### config.mk
export PLATFORM = sky130hd
export DESIGN_NAME = alu_exec_ctrl
export DESIGN_NICKNAME = d
export VERILOG_FILES = /design/src/rtl/alu_exec_ctrl.sv
export SDC_FILE = /design/constraint.sdc
export NUM_CORES = 1
export LEC_CHECK = 0
export BUFFER_PORTS_ARGS = -buffer_cell sky130_fd_sc_hd__buf_2
export CAP_MARGIN = 20
export CORE_MARGIN = 2
export CORE_UTILIZATION = 53
export DETAILED_ROUTE_END_ITERATION = 7
export PLACE_DENSITY = 0.87
export SLEW_MARGIN = 20
export SYNTH_ARGS = -nofsm -noshare
export SYNTH_HDL_FRONTEND = slang
export SYNTH_SLANG_ARGS = --single-unit
### constraint.sdc
create_clock -name Clock -period 4.2 [get_ports Clock]
set_clock_uncertainty 0.1 [all_clocks]
set_input_delay 0.84 -clock Clock [delete_from_list [all_inputs] [get_ports Clock]]
set_output_delay 0.84 -clock Clock [all_outputs]
set_load 0.02 [all_outputs]
### src/rtl/alu_exec_ctrl.sv
// rtl/alu_exec_ctrl.sv - operand-supply / write-back controller wrapped around a combinational alu
package alu_pkg;
    localparam int ALU_INPUT_WIDTH  = 8;
    localparam int ALU_OUTPUT_WIDTH = 8;

    typedef enum logic [3:0] {
        ADD_OP   = 4'd0,
        SUB_OP   = 4'd1,
        AND_OP   = 4'd2,
        OR_OP    = 4'd3,
        XOR_OP   = 4'd4,
        NAND_OP  = 4'd5,
        NOR_OP   = 4'd6,
        EXNOR_OP = 4'd7,
        NOTA_OP  = 4'd8,
        NOTB_OP  = 4'd9
    } aluop_t;
endpackage

module alu_exec_ctrl
    import alu_pkg::*;
#(
    parameter  int DATA_WIDTH = ALU_INPUT_WIDTH,
    parameter  int NUM_REGS   = 8,
    localparam int ADDR_WIDTH = $clog2(NUM_REGS)
) (
    input  logic                  Clock,
    input  logic                  Reset,
    input  logic                  Instr_Valid,
    output logic                  Instr_Ready,
    input  aluop_t                Instr_Op,
    input  logic [ADDR_WIDTH-1:0] Instr_SrcA,
    input  logic [ADDR_WIDTH-1:0] Instr_SrcB,
    input  logic [ADDR_WIDTH-1:0] Instr_Dest,
    input  logic                  Instr_UseCarry,
    input  logic                  Host_We,
    input  logic [ADDR_WIDTH-1:0] Host_Addr,
    input  logic [DATA_WIDTH-1:0] Host_Wdata,
    output logic [DATA_WIDTH-1:0] Host_Rdata,
    output logic [DATA_WIDTH-1:0] A_In,
    output logic [DATA_WIDTH-1:0] B_In,
    output logic                  Carry_In,
    output aluop_t                Opcode,
    input  logic [DATA_WIDTH-1:0] ALU_Out,
    input  logic                  Carry_Out,
    output logic                  Done,
    output logic [DATA_WIDTH-1:0] Result,
    output logic                  Carry_Flag
);

    typedef enum logic [1:0] {IDLE, READ, EXEC, WB} state_t;

    state_t                state_q, state_d;
    logic [DATA_WIDTH-1:0] regs_q [NUM_REGS];
    logic [DATA_WIDTH-1:0] regs_d [NUM_REGS];
    aluop_t                op_q, op_d;
    logic [ADDR_WIDTH-1:0] srca_q, srca_d, srcb_q, srcb_d, dest_q, dest_d;
    logic                  use_carry_q, use_carry_d;
    logic [DATA_WIDTH-1:0] opa_q, opa_d, opb_q, opb_d;
    aluop_t                opcode_q, opcode_d;
    logic                  carry_in_q, carry_in_d;
    logic [DATA_WIDTH-1:0] res_q, res_d, result_q, result_d;
    logic                  cres_q, cres_d;
    logic                  flag_q, flag_d;
    logic                  done_q, done_d;
    logic                  ready_q, ready_d;

    always_comb begin
        state_d     = state_q;
        regs_d      = regs_q;
        op_d        = op_q;
        srca_d      = srca_q;
        srcb_d      = srcb_q;
        dest_d      = dest_q;
        use_carry_d = use_carry_q;
        opa_d       = opa_q;
        opb_d       = opb_q;
        opcode_d    = opcode_q;
        carry_in_d  = 1'b0;
        res_d       = res_q;
        cres_d      = cres_q;
        result_d    = result_q;
        flag_d      = flag_q;
        done_d      = 1'b0;
        ready_d     = ready_q;
        case (state_q)
            IDLE: begin
                if (Instr_Valid) begin
                    op_d        = Instr_Op;
                    srca_d      = Instr_SrcA;
                    srcb_d      = Instr_SrcB;
                    dest_d      = Instr_Dest;
                    use_carry_d = Instr_UseCarry;
                    ready_d     = 1'b0;
                    state_d     = READ;
                end else if (Host_We) begin
                    regs_d[Host_Addr] = Host_Wdata;
                end
            end
            READ: begin
                // Operands land on the alu ports exactly as EXEC begins.
                opa_d      = regs_q[srca_q];
                opb_d      = regs_q[srcb_q];
                opcode_d   = op_q;
                carry_in_d = use_carry_q ? flag_q : (op_q == SUB_OP);
                state_d    = EXEC;
            end
            EXEC: begin
                res_d   = ALU_Out;
                cres_d  = Carry_Out;
                state_d = WB;
            end
            WB: begin
                regs_d[dest_q] = res_q;
                result_d       = res_q;
                if (op_q == ADD_OP || op_q == SUB_OP) begin
                    flag_d = cres_q;
                end
                done_d  = 1'b1;
                ready_d = 1'b1;
                state_d = IDLE;
            end
            default: begin
                ready_d = 1'b1;
                state_d = IDLE;
            end
        endcase
    end

    always_ff @(posedge Clock or posedge Reset) begin
        if (Reset) begin
            state_q     <= IDLE;
            for (int i = 0; i < NUM_REGS; i++) begin
                regs_q[i] <= '0;
            end
            op_q        <= ADD_OP;
            srca_q      <= '0;
            srcb_q      <= '0;
            dest_q      <= '0;
            use_carry_q <= 1'b0;
            opa_q       <= '0;
            opb_q       <= '0;
            opcode_q    <= ADD_OP;
            carry_in_q  <= 1'b0;
            res_q       <= '0;
            cres_q      <= 1'b0;
            result_q    <= '0;
            flag_q      <= 1'b0;
            done_q      <= 1'b0;
            ready_q     <= 1'b1;
        end else begin
            state_q     <= state_d;
            regs_q      <= regs_d;
            op_q        <= op_d;
            srca_q      <= srca_d;
            srcb_q      <= srcb_d;
            dest_q      <= dest_d;
            use_carry_q <= use_carry_d;
            opa_q       <= opa_d;
            opb_q       <= opb_d;
            opcode_q    <= opcode_d;
            carry_in_q  <= carry_in_d;
            res_q       <= res_d;
            cres_q      <= cres_d;
            result_q    <= result_d;
            flag_q      <= flag_d;
            done_q      <= done_d;
            ready_q     <= ready_d;
        end
    end

    assign Instr_Ready = ready_q;
    assign Host_Rdata  = regs_q[Host_Addr];
    assign A_In        = opa_q;
    assign B_In        = opb_q;
    assign Carry_In    = carry_in_q;
    assign Opcode      = opcode_q;
    assign Done        = done_q;
    assign Result      = result_q;
    assign Carry_Flag  = flag_q;

endmodule

======== Yosys cells after proc, flatten, opt, wreduce, memory -nomap -nowiden ========
Index checks and enable logic that the tools add are counted.
word-level totals
  bits of input ports ..................... 38
  word-level logic and storage cells ...... 76
  output and inout port bits .............. 40
  register bits ........................... 121
operators by class
  order comparisons ....................... 6
  eq/ne operators ......................... 7
  reduce and logical (&&, ||, !) cells .... 10
  bitwise operators ....................... 4
  muxes and demuxes ....................... 25
operator list
  cell                                                                          number
  64-bit bitwise mux                                                            2
  64-bit two-way mux                                                            2
  64-bit case mux with 2 select lines                                           1
  8-bit binary-select mux with 3-bit select                                     3
  8-bit two-way mux                                                             8
  8-bit demux with 3-bit select                                                 2
  4-bit >= comparator, second input constant                                    4
  3-bit NOT with 4-bit output                                                   4
  4-bit by 1-bit less-than comparator with 1-bit output, second input constant  2
  2-bit case mux with 4 select lines                                            1
  2-bit != test, second input constant                                          3
  2-bit AND reduction                                                           3
  2-bit equality test, second input constant                                    2
  4-bit by 1-bit equality test with 1-bit output, second input constant         1
  4-bit logical NOT                                                             1
  1-bit two-way mux                                                             4
  3-bit AND reduction                                                           1
  2-bit by 1-bit equality test with 1-bit output, second input constant         1
  1-bit logical AND                                                             2
  2-bit logical NOT                                                             1
  2-bit two-way mux                                                             1
  1-bit case mux with 2 select lines                                            1
  2-bit nonzero test                                                            1
  1-bit logical OR                                                              1

======== Depth between registers and ports, before layout ========
Gate-level depths: netlist of run 1.
  depth after elaboration ................. 9
  gate-level depth with buffers ........... 7
  mapped depth without buffers ............ 5

======== Worst setup path after synthesis of run 1 ========
No wires, ideal clock.
  path type ............................... input to output
  from .................................... input port Host_Addr[1]
  to ...................................... output port Host_Rdata[2]
  arrival time ............................ 2.145 ns
  required time ........................... 3.260 ns
  buffers on the path ..................... 3
  cell stages on the path ................. 6
  slack ................................... 1.115 ns
  cells stage by stage .................... buf_2 -> buf_2 -> nor2b_1 -> buf_1 -> a221oi_1 -> o21ai_0
on the way
  word-level cells in the longest chain between the ends .. 4
ends and longest elaborated chain
  element                                                RTL line  RTL
  start: declaration                                     37        input logic [ADDR_WIDTH-1:0] Host_Addr,
  3-bit NOT with 4-bit output (implied by the code)      173       assign Host_Rdata = regs_q[Host_Addr];
  8-bit binary-select mux with 3-bit select              173
  8-bit two-way mux (implied by the code) (2 in series)  173
  end: declaration                                       39        output logic [DATA_WIDTH-1:0] Host_Rdata,
No other way between the ends. The select of a mux whose other input is x is not followed.

======== Final worst setup path of run 1 ========
  from .................................... input port Host_Addr[1]
  to ...................................... output port Host_Rdata[7]
Same word-level chain as after synthesis.

==> summary by stage, run 1 <==
CTS
The clock passes through at most 2 buffers. The clock net in this run drives a total of 121 sinks. The H-tree depth is 4. The clock root buffer is sky130_fd_sc_hd__clkbuf_16. TritonCTS built the clock tree. The clock buffer count from CTS is 17. The count of buffers added by post-CTS timing repair for setup is 0. The number of gates resized after CTS is 0. The number of buffers inserted by hold repair at cts is 0. The later-pin clock latency in the skew report is 0.42 ns. After clock tree synthesis, the clock-pin slew on the worst setup and hold paths is 0.05 ns.

Critical path
The kind of cell with the highest combined delay along the critical path is buffers and inverters. The depth of the critical timing path with buffers and inverters included is 6. STA classifies the critical path startpoint as an input port. Following the worst setup path forward leads to its endpoint at Host_Rdata[7]. The endpoint identified for the worst register-to-register timing path is regs_q[5]. The number of buffer and inverter stages on the critical path is 3. The worst register-to-register path begins at state_q[0].

The largest fanout on the critical path is 28. The arrival time at the worst endpoint is 2.63 ns. The critical path starts at Host_Addr[1]. The worst path required time is 3.26 ns.

The most numerous cell on the critical path is sky130_fd_sc_hd__buf_2. For this run, the slowest stage of the critical path takes 0.67 ns. Traced cell by cell, the critical path runs through buf_2 > buf_4 > nor3b_1 > a22oi_1 > o211ai_1 > buf_2. The slack of the worst reg-to-reg path is 1.34 ns.

Counting cells, the worst reg-to-reg path comes to 4. By startpoint and endpoint, the worst setup path is classified as in2out. The endpoint type of the worst setup path is an output port. The slowest cell on the critical path is sky130_fd_sc_hd__nor3b_1.

Drt
The post-detailed-route DRC marker count is 0. After detailed routing, the average wire length per cell comes to 25.1 um. Once detail routing completed, the nets flagged for antenna violations numbered 0.

After detailed routing, the number of vias per cell comes to 6.82. The number of iterations in the first detailed-routing pass is 5. The final route contains 5439 vias. After detailed routing, the total wire length is 20.0 mm. In this run, the number of DRC markers left after iteration 0 of detailed routing was 768.

Placement
The half-perimeter wire length of the detailed placement result is 13.1 mm. The count of port buffers added during placement is 77. The placed cell count is 766. Routability-driven placement finished with a final weighted congestion of 1.01. The post-placement cell area is 0.00735 mm^2.

Finish
Counting the fill cells in the layout gives 979. Of the cells placed in the final design, the portion with a size suffix greater than 1 is 0.419. With fillers left out, the area of the finished cells amounts to 0.00795 mm^2. The number of antenna repair diodes is 0.

The non-filler instance count after layout is 797. The final layout net count is 656. From synthesis to final layout, the design area changed by 14.9%.

GRT
Across every metal layer, demand over resource in global routing totals 0.297. The initial antenna violation count was 0. The total overflow left after global routing is 0.

The first global-routing pass estimated 31.2 mm of wire. The via count of the first global-routing pass was 5454. Entering global routing, the biggest net connects 61 pins.

Synthesis
The post-synthesis adder-cell area fraction is 0.00904. After synthesis the cells add up to 0.00692 mm^2. The share of synthesized area spent on multiplexers is 0.302. The synthesized instance count is 562. For this run, the register share of the synthesized area comes to 0.437. The main combinational cell family by area after synthesis is multiplexers.

The netlist uses 49 different library cells. The complex-gate fraction of the synthesized area is 0.128. The async set-or-reset flop fraction in the synthesized netlist is 1.00.

The number of enable flip-flop cells after synthesis is 0. Of the total synthesized cell area, the portion taken by AND, OR, NAND and NOR gates is 0.0837. The count of warnings emitted by yosys is 0. Among all flip-flop cells after synthesis, the most frequent one is sky130_fd_sc_hd__dfrtp_1. Counting flops and latches in the post-synthesis netlist gives 121. Counting every net in the synthesized netlist gives 605. Of the total synthesized cell area, the portion taken by XOR and XNOR cells is 0. In this run the mean area of a mapped cell was 12.3 um^2.

Timing
Derived from the worst setup path, the maximum achievable clock frequency is 280 MHz. The worst pin sits at a relative slew slack of 0.334. The number of setup violations in the final report is 0. Setup repair after global routing left no endpoint under its margin. The final max-slew violation count is 0. The measured slew at the worst slew-check pin is 0.999 ns.

The final clock period utilization by the worst path is 0.850. Final hold analysis gives a worst-case slack of 0.407 ns. After layout, the minimum clock period comes to 3.57 ns.

Setup total negative slack on the finished layout was measured at 0 ns. The final hold violation count is 0.

Die
In this run the vertical extent of the chip is 118 um. For this design the top-level I/O count stands at 78. After floorplanning, the core was sized to cover 0.0127 mm^2. The initialized floorplan defines 41 standard-cell rows. The die is 118 um wide. The die covers 0.0140 mm^2.

The initial utilization of the core area, before any placement, comes to 0.546.

Hold path
The worst hold path cell count is 1. The type of the most critical hold path is reg2reg.

Pwr
In this run the power density over the cells is 790 mW/mm^2. The leakage power is 3.47 nW. Across the VDD grid, the largest voltage drop is 0.000778 V.

Outcome
The run finished with clean final reports.

Run
The tool flagged a number of max-cap violations equal to 0.
[where the power goes]
part	internal, mW	total, mW	switching (mW)	leakage, nW
sequential	1.68	2.39	0.713	1.57
combinational	1.17	2.41	1.24	1.61
clock	0.972	1.47	0.503	0.297
total	3.82	6.28	2.46	3.47
[routing by layer]
| metal | up-vias | global-route usage | part of all wire |
|---|---|---|---|
| met3 | 74 | 0.116 | 0.12 |
| met5 | - | 0 | 0 |
| met4 | 0 | 0.120 | 0.039 |
| li1 | 2275 | - | - |
| met2 | 391 | 0.438 | 0.46 |
| met1 | 2699 | 0.394 | 0.38 |
[layout make-up]
class / instances / area [um^2] / area share
well taps: 172 / 215 / 0.0271
repair buffers: 84 / 438 / 0.0551
flip-flops and latches: 121 / 3030 / 0.381
multi-input cells: 375 / 3620 / 0.455
clock inverters: 8 / 119 / 0.0149
clock buffers: 23 / 478 / 0.0601
inverters: 14 / 55.1 / 0.00692
[through the flow]
stage | power, mW | setup slack [ns] | utilization
CTS | 6.25 | 0.718 | 0.628
floorplan | 4.01 | 0.0475 | -
detailed placement | 4.76 | 0.741 | 0.580
finish | 6.28 | 0.629 | 0.628
global placement | 4.64 | 0.800 | 0.580
global route | 6.58 | 0.571 | 0.628
[cell families after synthesis]
family	count (synthesis)
adders and majority gates	5
and+or+nand+nor	92
AOI/OAI and AO/OA	126
DFF	121
muxes	152
buffers and inverters	66
[worst min-delay path by stage]
stage | from | end | slack, ns
after floorplan | cres_q | Carry_Flag | 0.38
after global routing | A_In[0] | A_In[0] | 0.43
after global placement | res_q[4] | res_q[4] | 0.39
after CTS | res_q[3] | res_q[3] | 0.41
after detailed placement | res_q[3] | res_q[3] | 0.40
final | Opcode[1] | Opcode[1] | 0.41
[synth_stat cells (2+ instances only)]
cell type,number,share of area
sky130_fd_sc_hd__nand4b_1,3,0.0038
sky130_fd_sc_hd__o21ai_0,11,0.0080
sky130_fd_sc_hd__mux4_2,36,0.12
sky130_fd_sc_hd__a22oi_1,8,0.0087
sky130_fd_sc_hd__buf_1,18,0.0098
sky130_fd_sc_hd__nor3_1,2,0.0014
sky130_fd_sc_hd__a211oi_4,4,0.012
sky130_fd_sc_hd__nor4b_1,3,0.0038
sky130_fd_sc_hd__clkbuf_1,10,0.0054
sky130_fd_sc_hd__nand2_1,17,0.0092
sky130_fd_sc_hd__a21oi_1,18,0.013
sky130_fd_sc_hd__or3_1,2,0.0018
sky130_fd_sc_hd__o22ai_1,64,0.058
sky130_fd_sc_hd__buf_2,24,0.017
sky130_fd_sc_hd__or3b_2,5,0.0063
sky130_fd_sc_hd__nand3_1,6,0.0043
sky130_fd_sc_hd__ha_1,5,0.0090
sky130_fd_sc_hd__mux2_2,95,0.15
sky130_fd_sc_hd__nor2b_1,2,0.0018
sky130_fd_sc_hd__nand2b_1,10,0.0090
sky130_fd_sc_hd__nand4bb_1,3,0.0049
sky130_fd_sc_hd__nand3b_1,8,0.0087
sky130_fd_sc_hd__inv_1,14,0.0076
sky130_fd_sc_hd__nor4bb_1,2,0.0029
sky130_fd_sc_hd__mux2i_1,21,0.030
sky130_fd_sc_hd__nor2_1,18,0.0098
sky130_fd_sc_hd__dfrtp_1,120,0.43
sky130_fd_sc_hd__a221oi_1,5,0.0063
sky130_fd_sc_hd__o211ai_2,4,0.0072
sky130_fd_sc_hd__and3b_1,2,0.0025
sky130_fd_sc_hd__o211ai_1,2,0.0022
sky130_fd_sc_hd__a32oi_1,3,0.0038
[sequential cells by signal (all words and copies together), names as in the netlist, 4 cells and up]
name	cells
regs_q	64
Result	8
res_q	8
Opcode	4
op_q	4
B_In	8
A_In	8
[layout by cell type, fill, tap and decap left out, types with 5 or more instances in the layout]
cell type                     n
sky130_fd_sc_hd__or3b_2       5
sky130_fd_sc_hd__clkbuf_16   17
sky130_fd_sc_hd__nand3b_1     8
sky130_fd_sc_hd__buf_2       77
sky130_fd_sc_hd__mux2i_1     21
sky130_fd_sc_hd__inv_1       13
sky130_fd_sc_hd__nand2_1     17
sky130_fd_sc_hd__nand2b_1    10
sky130_fd_sc_hd__a21oi_1     18
sky130_fd_sc_hd__nor2_1      18
sky130_fd_sc_hd__ha_1         5
sky130_fd_sc_hd__dfrtp_1    120
sky130_fd_sc_hd__mux4_2      36
sky130_fd_sc_hd__buf_4        7
sky130_fd_sc_hd__mux2_2      95
sky130_fd_sc_hd__nand3_1      6
sky130_fd_sc_hd__o21ai_0     11
sky130_fd_sc_hd__o22ai_1     64
sky130_fd_sc_hd__a22oi_1      8
sky130_fd_sc_hd__a221oi_1     5
Note: power is estimated with default switching activity, not from simulation.
==> run 2: changes to the inputs <==
CORE_ASPECT_RATIO = 0.9   (was default)
==> run 2 against run 1 <==
- die area about the same
- sequential power about the same
- design area increased by 0.41%
- sequential cell count stayed put
- via count grew 3.4%
==> summary by stage, run 2 (synthesis gave the netlist of run 1 again) <==
Timing
The setup total negative slack came to 0 ns (unchanged). The final max-slew violation count is 0 (unchanged). The final hold violation count came to 0 (unchanged). The worst max-slew margin expressed relative to the limit is 0.335 (+0.000956). The final clock period utilization by the worst path was 0.857 (+0.00713). The measured slew at the worst slew-check pin is 0.998 ns (-0.00143 ns).

The final critical path time including I/O delays and setup is 3.60 ns (+0.0300 ns). The maximum operating frequency is 278 MHz (-0.83%). Setup repair after global routing left no endpoint under its margin. The number of setup violations in the final report is 0 (unchanged).

CTS
The number of buffers inserted by hold repair at cts is 0 (unchanged). The clock slew seen by the registers of the worst setup and hold paths is 0.06 ns (about the same). The H-tree depth is 4 (unchanged). The number of gates resized after CTS was 0 (unchanged). The clock buffer count from CTS is 17 (unchanged). The number of clock sinks is 121 (unchanged). The later-pin clock latency in the skew report was 0.42 ns (about the same). The buffer depth of the longest clock path is 2 (unchanged). The clock root buffer is sky130_fd_sc_hd__clkbuf_16. The count of buffers added by post-CTS timing repair for setup came to 0 (unchanged). TritonCTS built the clock tree.

GRT
The first-pass GRT wire length is 31.2 mm (-0.24%). The total routing resource utilization after global routing was 0.293 (-0.00385). The global-route congestion overflow total is 0 (unchanged). The maximum number of pins on one net before global-route repair came to 69 (+13%).

The via count of the first global-routing pass is 5698 (+4.5%). The initial antenna violation count is 0 (unchanged).

Die
The die width came to 124 um (+5.2%). The area of the core region was 0.0127 mm^2 (+0.51%). The die outline height is 112 um (-5.0%). The initial cell density of the core is 0.544 (-0.00279). The area enclosed by the die boundary is 0.0140 mm^2 (about the same). The standard-cell row count is 39 (-4.9%). The I/O pin count is 78 (unchanged).

Drt
The detailed-route vias per instance is 7.14 (+4.6%). The total number of vias was 5625 (+3.4%). The number of iterations in the first detailed-routing pass is 6 (+1). The met2 wirelength from detailed routing is 9.00 mm (-1.6%). The amount of wire on met3 after detailed routing is 2.57 mm (+4.3%).

The number of antenna-violating nets in the routed design was 0 (unchanged). After detailed routing, no signal wire sits above met4. The mean routed wirelength per cell is 25.5 um (+1.8%). The post-detailed-route DRC marker count was 0 (unchanged). The met1 routed wirelength after detailed routing is 7.54 mm (-0.98%). The total length of routed wires is 20.1 mm (+0.64%). The number of DRC violations after detailed-routing iteration 0 is 725 (-5.6%).

Pwr
The power density over the cells is 802 mW/mm^2 (+1.5%). The leakage power is 3.49 nW (+0.51%). The relative contribution of combinational cells to total power is 0.378 (-0.006). The clock share of power was 0.248 (+0.013). The internal portion of total power is 3.92 mW (+2.5%). The switching power total was 2.48 mW (+1.0%). The switching share of power is 0.388 (-0.00348). The portion of total power attributed to sequential cells came to 0.374 (-0.007). The highest ir drop seen on vdd is 0.000537 V (-31%).

Finish
The final standard cell area without fillers was 0.00799 mm^2 (+0.41%). The top cell types in the final layout, fill and taps aside, are sky130_fd_sc_hd__dfrtp_1, sky130_fd_sc_hd__mux2_2, sky130_fd_sc_hd__buf_2. The share of cells above drive strength 1 was 0.420 (+0.000672). The most flop-heavy register is regs_q. The final layout net count is 654 (-0.30%). The commonest non-fill, non-tap cell in the layout is sky130_fd_sc_hd__dfrtp_1. The number of flip-flops in the largest register is 64 (unchanged). The relative area change from synthesis to final layout is 15.3%.

The number of antenna repair diodes is 0 (unchanged).

Outcome
The run finished with clean final reports.

Critical path
The slack of the worst reg-to-reg path is 1.03 ns (-0.31 ns). The arrival time at the worst endpoint is 2.66 ns (+0.03 ns). The worst setup path is launched from an input port.

The logic depth of the worst register-to-register path is 4 (unchanged). The capture instance of the worst register-to-register path is regs_q[37]. The worst setup path is captured at an output port. The worst path required time was 3.26 ns (about the same). The critical path in this run is classified as in2out. In this run the critical register-to-register path is launched from state_q[0]. The largest fanout on the critical path is 26 (-7.1%).

Placement
The count of port buffers added during placement is 77 (unchanged). The post-placement cell area is 0.00734 mm^2 (-0.17%). The half-perimeter wire length of the detailed placement result is 13.1 mm (-0.58%). The final weighted congestion in routability-driven placement was 1.04 (+3.1%).

Hold path
The worst hold path belongs to the class reg2reg. The worst min-delay path endpoint is cres_q. The critical hold path startpoint is cres_q.

The worst hold path cell count was 1 (unchanged).

Run
The number of max-capacitance violations reported is 0 (unchanged).
[run 2: cell types whose count changed in the layout (fill, tap and decap cells not counted), sizes merged]
cell    change
clkbuf      +1
buf         -2
clkinv      -1
bufinv      +1
[run 2: power groups by stage]
stage	Combinational (mW)	Clock [mW]	Sequential, mW
detailed placement	2.37	0	2.38
floorplan	1.84	0	2.17
global route	2.57	1.65	2.46
finish	2.42	1.59	2.40
CTS	2.40	1.59	2.37
global placement	2.29	0	2.33
[run 2: final cells by class]
type | instances | area (um^2)
timing repair buffer | 82 | 435
fill | 965 | 4750
clock buffer | 24 | 502
sequential | 121 | 3030
clock inverter | 8 | 140
inverter | 14 | 55.1
tap | 164 | 205
multi-input combinational | 375 | 3620
[run 2: worst max-delay path by stage]
stage                       from            end  slack [ns]  cells past startpoint
floorplan                  Reset        A_In[0]        0.05                      1
global placement    Host_Addr[1]  Host_Rdata[2]        0.87                      5
detailed placement  Host_Addr[1]  Host_Rdata[2]        0.73                      5
CTS                 Host_Addr[1]  Host_Rdata[2]        0.70                      5
global route        Host_Addr[1]  Host_Rdata[2]        0.56                      5
finish              Host_Addr[1]  Host_Rdata[7]        0.60                      5
[run 2: metal layers]
layer / vias up / global-route usage
met3: 115 / 0.112
li1: 2281 / -
met1: 2792 / 0.383
met4: 0 / 0.141
met5: - / 0
met2: 437 / 0.434
[run 2: critical path, cell delays in order]
cell	delay (ns)
sky130_fd_sc_hd__buf_2	0.38
sky130_fd_sc_hd__nor2b_1	0.66
sky130_fd_sc_hd__a221oi_1	0.22
sky130_fd_sc_hd__o211ai_1	0.33
sky130_fd_sc_hd__buf_2	0.23
[run 2: stage by stage]
step / std cells / total power, mW / hold WS (ns) / util / setup slack, ns
final: 788 / 6.40 / 0.405 / 0.627 / 0.599
after global routing: 788 / 6.68 / 0.423 / 0.627 / 0.564
after CTS: 788 / 6.36 / 0.409 / 0.627 / 0.696
after detailed placement: 756 / 4.75 / 0.397 / 0.576 / 0.730
after global placement: 756 / 4.62 / 0.385 / 0.576 / 0.870
after floorplan: 562 / 4.01 / 0.377 / - / 0.0475
